--- src/rtl/unified_mem_arbiter.sv ---
// Arbitrates one single-port, variable-latency memory between instruction fetch and
// load/store. Data has priority, fetch has a starvation guard, and a watchdog aborts hung accesses.
module unified_mem_arbiter #(
    parameter int unsigned AW           = 32,
    parameter int unsigned DW           = 32,
    parameter int unsigned STARVE_LIMIT = 4,
    parameter int unsigned TIMEOUT_CYC  = 255
) (
    input  logic          clk,
    input  logic          reset,
    input  logic          if_req,
    input  logic [AW-1:0] if_addr,
    output logic [DW-1:0] if_rdata,
    output logic          if_ready,
    input  logic          dm_req,
    input  logic          dm_we,
    input  logic [AW-1:0] dm_addr,
    input  logic [DW-1:0] dm_wdata,
    output logic [DW-1:0] dm_rdata,
    output logic          dm_ready,
    output logic          mem_en,
    output logic          mem_we,
    output logic [AW-1:0] mem_addr,
    output logic [DW-1:0] mem_wdata,
    input  logic [DW-1:0] mem_rdata,
    input  logic          mem_valid,
    output logic          stall_if,
    output logic          stall_mem,
    output logic          bus_err
);

    localparam int unsigned SW = $clog2(STARVE_LIMIT + 1);
    localparam int unsigned WW = $clog2(TIMEOUT_CYC + 1);

    typedef enum logic [1:0] {IDLE, BUSY_IF, BUSY_DM} state_t;

    state_t        state;
    logic [SW-1:0] starveCnt;
    logic [WW-1:0] waitCnt;
    logic          busy;
    logic          memDone;
    logic          timedOut;
    logic          finish;
    logic          grantDm;
    logic          grantIf;

    always_comb begin
        busy     = (state != IDLE);
        // A response during the issue cycle cannot belong to this access.
        memDone  = busy && mem_valid && !mem_en;
        timedOut = busy && !memDone && (waitCnt == WW'(TIMEOUT_CYC));
        finish   = memDone || timedOut;
        grantDm  = dm_req && (!if_req || (starveCnt < SW'(STARVE_LIMIT)));
        grantIf  = if_req && !grantDm;
    end

    always_ff @(posedge clk or negedge reset) begin
        if (!reset) begin
            state     <= IDLE;
            starveCnt <= '0;
            waitCnt   <= '0;
            mem_en    <= 1'b0;
            mem_we    <= 1'b0;
            mem_addr  <= '0;
            mem_wdata <= '0;
            bus_err   <= 1'b0;
        end else begin
            mem_en <= 1'b0;
            case (state)
                IDLE: begin
                    if (grantDm) begin
                        state     <= BUSY_DM;
                        mem_en    <= 1'b1;
                        mem_we    <= dm_we;
                        mem_addr  <= dm_addr;
                        mem_wdata <= dm_wdata;
                        waitCnt   <= '0;
                        if (!if_req)
                            starveCnt <= '0;
                        else if (starveCnt != SW'(STARVE_LIMIT))
                            starveCnt <= starveCnt + 1'b1;
                    end else if (grantIf) begin
                        state     <= BUSY_IF;
                        mem_en    <= 1'b1;
                        mem_we    <= 1'b0;
                        mem_addr  <= if_addr;
                        mem_wdata <= '0;
                        waitCnt   <= '0;
                        starveCnt <= '0;
                    end
                end
                default: begin
                    waitCnt <= waitCnt + 1'b1;
                    if (finish) begin
                        state <= IDLE;
                        if (timedOut)
                            bus_err <= 1'b1;
                    end
                end
            endcase
        end
    end

    always_comb begin
        if_ready  = (state == BUSY_IF) && finish;
        dm_ready  = (state == BUSY_DM) && finish;
        if_rdata  = ((state == BUSY_IF) && memDone) ? mem_rdata : '0;
        dm_rdata  = ((state == BUSY_DM) && memDone && !mem_we) ? mem_rdata : '0;
        stall_if  = if_req & ~if_ready;
        stall_mem = dm_req & ~dm_ready;
    end

endmodule

--- config.mk ---
export PLATFORM = sky130hd
export DESIGN_NAME = unified_mem_arbiter
export DESIGN_NICKNAME = d
export VERILOG_FILES = /design/src/rtl/unified_mem_arbiter.sv
export SDC_FILE = /design/constraint.sdc
export NUM_CORES = 1
export LEC_CHECK = 0
export BUFFER_PORTS_ARGS = -buffer_cell sky130_fd_sc_hd__buf_2
export CORE_UTILIZATION = 38
export CTS_CLUSTER_DIAMETER = 100
export DETAILED_ROUTE_END_ITERATION = 8
export PLACE_DENSITY = 0.77
export SYNTH_ARGS = -nofsm -noshare
export SYNTH_HDL_FRONTEND = slang
export SYNTH_SLANG_ARGS = --single-unit
--- constraint.sdc ---
create_clock -name clk -period 1.36 [get_ports clk]
set_input_delay 0.136 -clock clk [delete_from_list [all_inputs] [get_ports clk]]
set_output_delay 0.136 -clock clk [all_outputs]
set_load 0.005 [all_outputs]
==> summary.md <==
| Metric | Value |
|---|---|
| Status | `finished with violations` |
| Failing checks | `negative setup slack` |
| First-pass GRT wire length | `around 18,000 um` |
| Final core utilization | `64.14%` |
| Worst hold path type | `in -> reg` |
| Overall routed net length | `approximately 13,000 um` |
| Worst r2r src | `state[1]` |
| DR iter-0 viols | `147` |
| Busiest grt layer | `met2` |
| Hold Fails Final Rpt | `0` |
| Fin. max-slew vios | `0` |
| N_diodes | `0` |
| FMAX | `between 500 and 600 MHz` |
| GPL Wtd Cong | `approximately 0.8` |
| Crit-path max cell delay | `0.43 ns` |
| Setup TNS | `-30.06 ns` |
| Mapped Nets | `slightly above 500` |
| Largest net degree at the start of global routing | `between 80 and 90` |
| Router iterations before antenna repair | `4` |
| Crit path top cell by count | `buf_4` |
| Yosys top cell area share | `roughly half` |
| Final setup viols | `between 90 and 100` |
| Area used by multi-input combinational logic | `1842 um2` |
| CP startpoint kind | `flop` |
| Ys async rst share | `100.0%` |
| Met3 Use GR | `approximately 3.6%` |
| Initial antenna violation count | `1` |
| Lkg Pwr | `between 3 and 4 nW` |
| Crit. path cell count | `6` |
| Most common cell in the synthesized netlist | `dfrtp_1` |
| Worst setup slack after placement | `-0.1561 ns` |
| MaxCap Viol Count | `0` |
| DRC viols | `0` |
| Io pins | `about 270` |
| CP bufs+invs | `3` |
| Mapped cell area | `just under 4000 um2` |
| TritonCTS clock tree | `yes` |
| Vias in the first global route | `about 3,800` |
| Total grt overflow | `0` |
| Worst hold margin | `between 0.015 and 0.02 ns` |
| Post-synth EDFFs | `0` |
| Met2 GRT Util | `44.68%` |
| Worst slew pin tran | `roughly 0.43 ns` |
| CTS max path bufs | `2` |
| CP cell instances | `o211ai_2 > buf_4 > nor4_2 > buf_4 > o21ai_1 > buf_2` |
| Synth area leaders | `dfrtp_1 51%, and2_1 10%, mux2i_1 8.4%, a22o_1 8.1%, o21ai_1 6.1%` |
| FF/Latch Area | `around 2000 um2` |
| Total number of vias | `about 4,100` |
| Flops & latches, synth | `80` |
| Clock slew at reported path FFs | `about 0.08 ns` |
| Final #Nets | `roughly 830` |
| Synth unique cells | `36` |
| Required time worst endpoint | `~1.2 ns` |
| Core area | `about 9900 um2` |
| CTS buffer count | `9` |
| Clk_lat worst skew | `approximately 0.35 ns` |
| Final Skew | `between 0.006 and 0.007 ns` |
| H-tree depth | `3` |
| Worst setup path startpoint | `state[1]` |
| Area of the die | `around 11,000 um2` |
| Critical path fanouts, max | `6` |
| Worst setup path endpoint | `stall_mem` |
| Row count | `36` |
| Layout cells sized above 1 | `50.36%` |
| I/O Buffers | `approximately 270` |
| Peak supply drop | `approximately 0.76 mV` |
| Routed len/inst | `between 15 and 20 um` |
| PwrDens | `1751 nW/um2` |
| CTS root buffer | `clkbuf_8` |
| CP Capture Type | `output port` |
| Grt met1 use | `approximately a quarter` |
| Sequential fraction of the synthesis area | `51.15%` |
| HPWL Detailed | `approximately 9000 um` |
| Initial core utilization | `about two fifths` |
| Reg2reg setup slack | `-0.10 ns` |
| CP arrival | `1.77 ns` |
| Largest area contributor in the netlist | `dfrtp_1` |
| Final worst setup slack | `-0.5424 ns` |
| Die X | `between 100 and 150 um` |
| Vias per cell | `4.951` |
| Type of the worst setup path | `reg -> out` |
| Unrepaired setup endpoints after global routing | `yes` |
| Syn_area_per_cell | `roughly 11 um2` |
| Syn. warnings | `0` |
| Period utilisation layout | `139.9%` |
| TritonCTS Sinks | `80` |
| Post-layout min period | `about 1.9 ns` |
| Synth-to-Final Area Change | `61.67%` |
| R2R cell count | `4` |
| Total Power | `between 10 and 15 mW` |
| Reg-to-reg critical path endpoint | `mem_addr[7]` |
| CP max-delay cell | `dfrtp_2` |
| Die Y-Extent | `roughly 100 um` |
| Prevailing post-synth register cell | `dfrtp_1` |
| Layout fillers | `806` |
| Top cells by count, synth | `80 x dfrtp_1, 65 x and2_1, 48 x o21ai_1` |
| Global Route Usage Sum | `between 20% and 30%` |
| ANT nets after route | `0` |
| Mapped Cells | `roughly 370` |
| Max_slew headroom | `between 70% and 80%` |
| Crit path max-delay family | `buffers and inverters` |
## worst min path at each step
stage | cells after the start | from | slack, ns | to
6_report | 2 | dm_wdata[4] | 0.02 | mem_wdata[4]
5_1_grt | 2 | dm_wdata[1] | 0.0003 | mem_wdata[1]
4_1_cts | 2 | dm_wdata[11] | 0.0002 | mem_wdata[11]
3_5_place_dp | 2 | reset | 0.20 | mem_addr[22]
3_3_place_gp | 2 | reset | 0.18 | mem_addr[22]
2_1_floorplan | 0 | reset | -0.16 | bus_err
## per-stage QoR
step,instance area [um2],instances
detailed placement,5652,777
finish,6327,830
CTS,6235,823
global placement,5652,777
global route,6327,830
floorplan,3928,369
## kinds of logic after synthesis
family | share of synthesized area [%]
fa+ha+maj | 0.9592
flops | 51.15
mux | 8.728
compound gates | 20.14
simple gates | 14.67
buf+inv | 4.348
## flip-flops by register name (all words and copies together) (netlist names)
signal / count
mem_en: 1
mem_wdata: 32
waitCnt: 8
starveCnt: 3
mem_we: 1
bus_err: 1
state: 2
mem_addr: 32
## cell type report
| class | count | area share (%) |
|---|---|---|
| repair buffers | 341 | 32.79 |
| inverters | 5 | 0.2966 |
| multi-input cells | 255 | 29.11 |
| clock buffers | 11 | 2.235 |
| well taps | 133 | 2.630 |
| clock inverters | 5 | 1.266 |
| flip-flops and latches | 80 | 31.68 |
## metal layers
metal / wire length (um) / up-vias
met5: 0 / -
met4: 159 / 0
met3: 631 / 16
met2: 7284 / 173
met1: 4760 / 1969
li1: - / 1951
## power by group
group          internal, mW  total (mW)  switching (mW)
sequential             3.38        3.96           0.587
clock                  1.08        1.94           0.860
combinational          2.69        5.17            2.48
total                  7.15        11.1            3.93
## layout by cell type (no fill, tap or decap), types with 2 or more instances in the layout
cell type        n
and2_4           2
buf_2          267
dfrtp_2          2
and2_1          63
bufinv_16        2
dfrtp_1         78
buf_12           6
inv_1            5
mux2i_1         33
a22o_1          36
nor2b_1          2
o221ai_1         2
o21ai_0         24
nand2_1          7
o31ai_1          2
dlygate4sd3_1   27
clkinvlp_4       2
o21ai_1         48
buf_6            6
ha_1             2
a21oi_1          2
nand2b_4         2
buf_4           34
a21oi_2          2
nor2_4           2
clkbuf_8        10
or3_1            2
nand3_1          3
## timing repair
item                       in CTS  in global routing
gates resized for setup        21                  6
gates cloned                    3                  1
buffers inserted                3                  3
pin swaps                       0                  2
hold buffers                   24                  3
hold endpoints to repair      103                  3
setup endpoints to repair     132                142
Power figures use the tool's default switching activity.
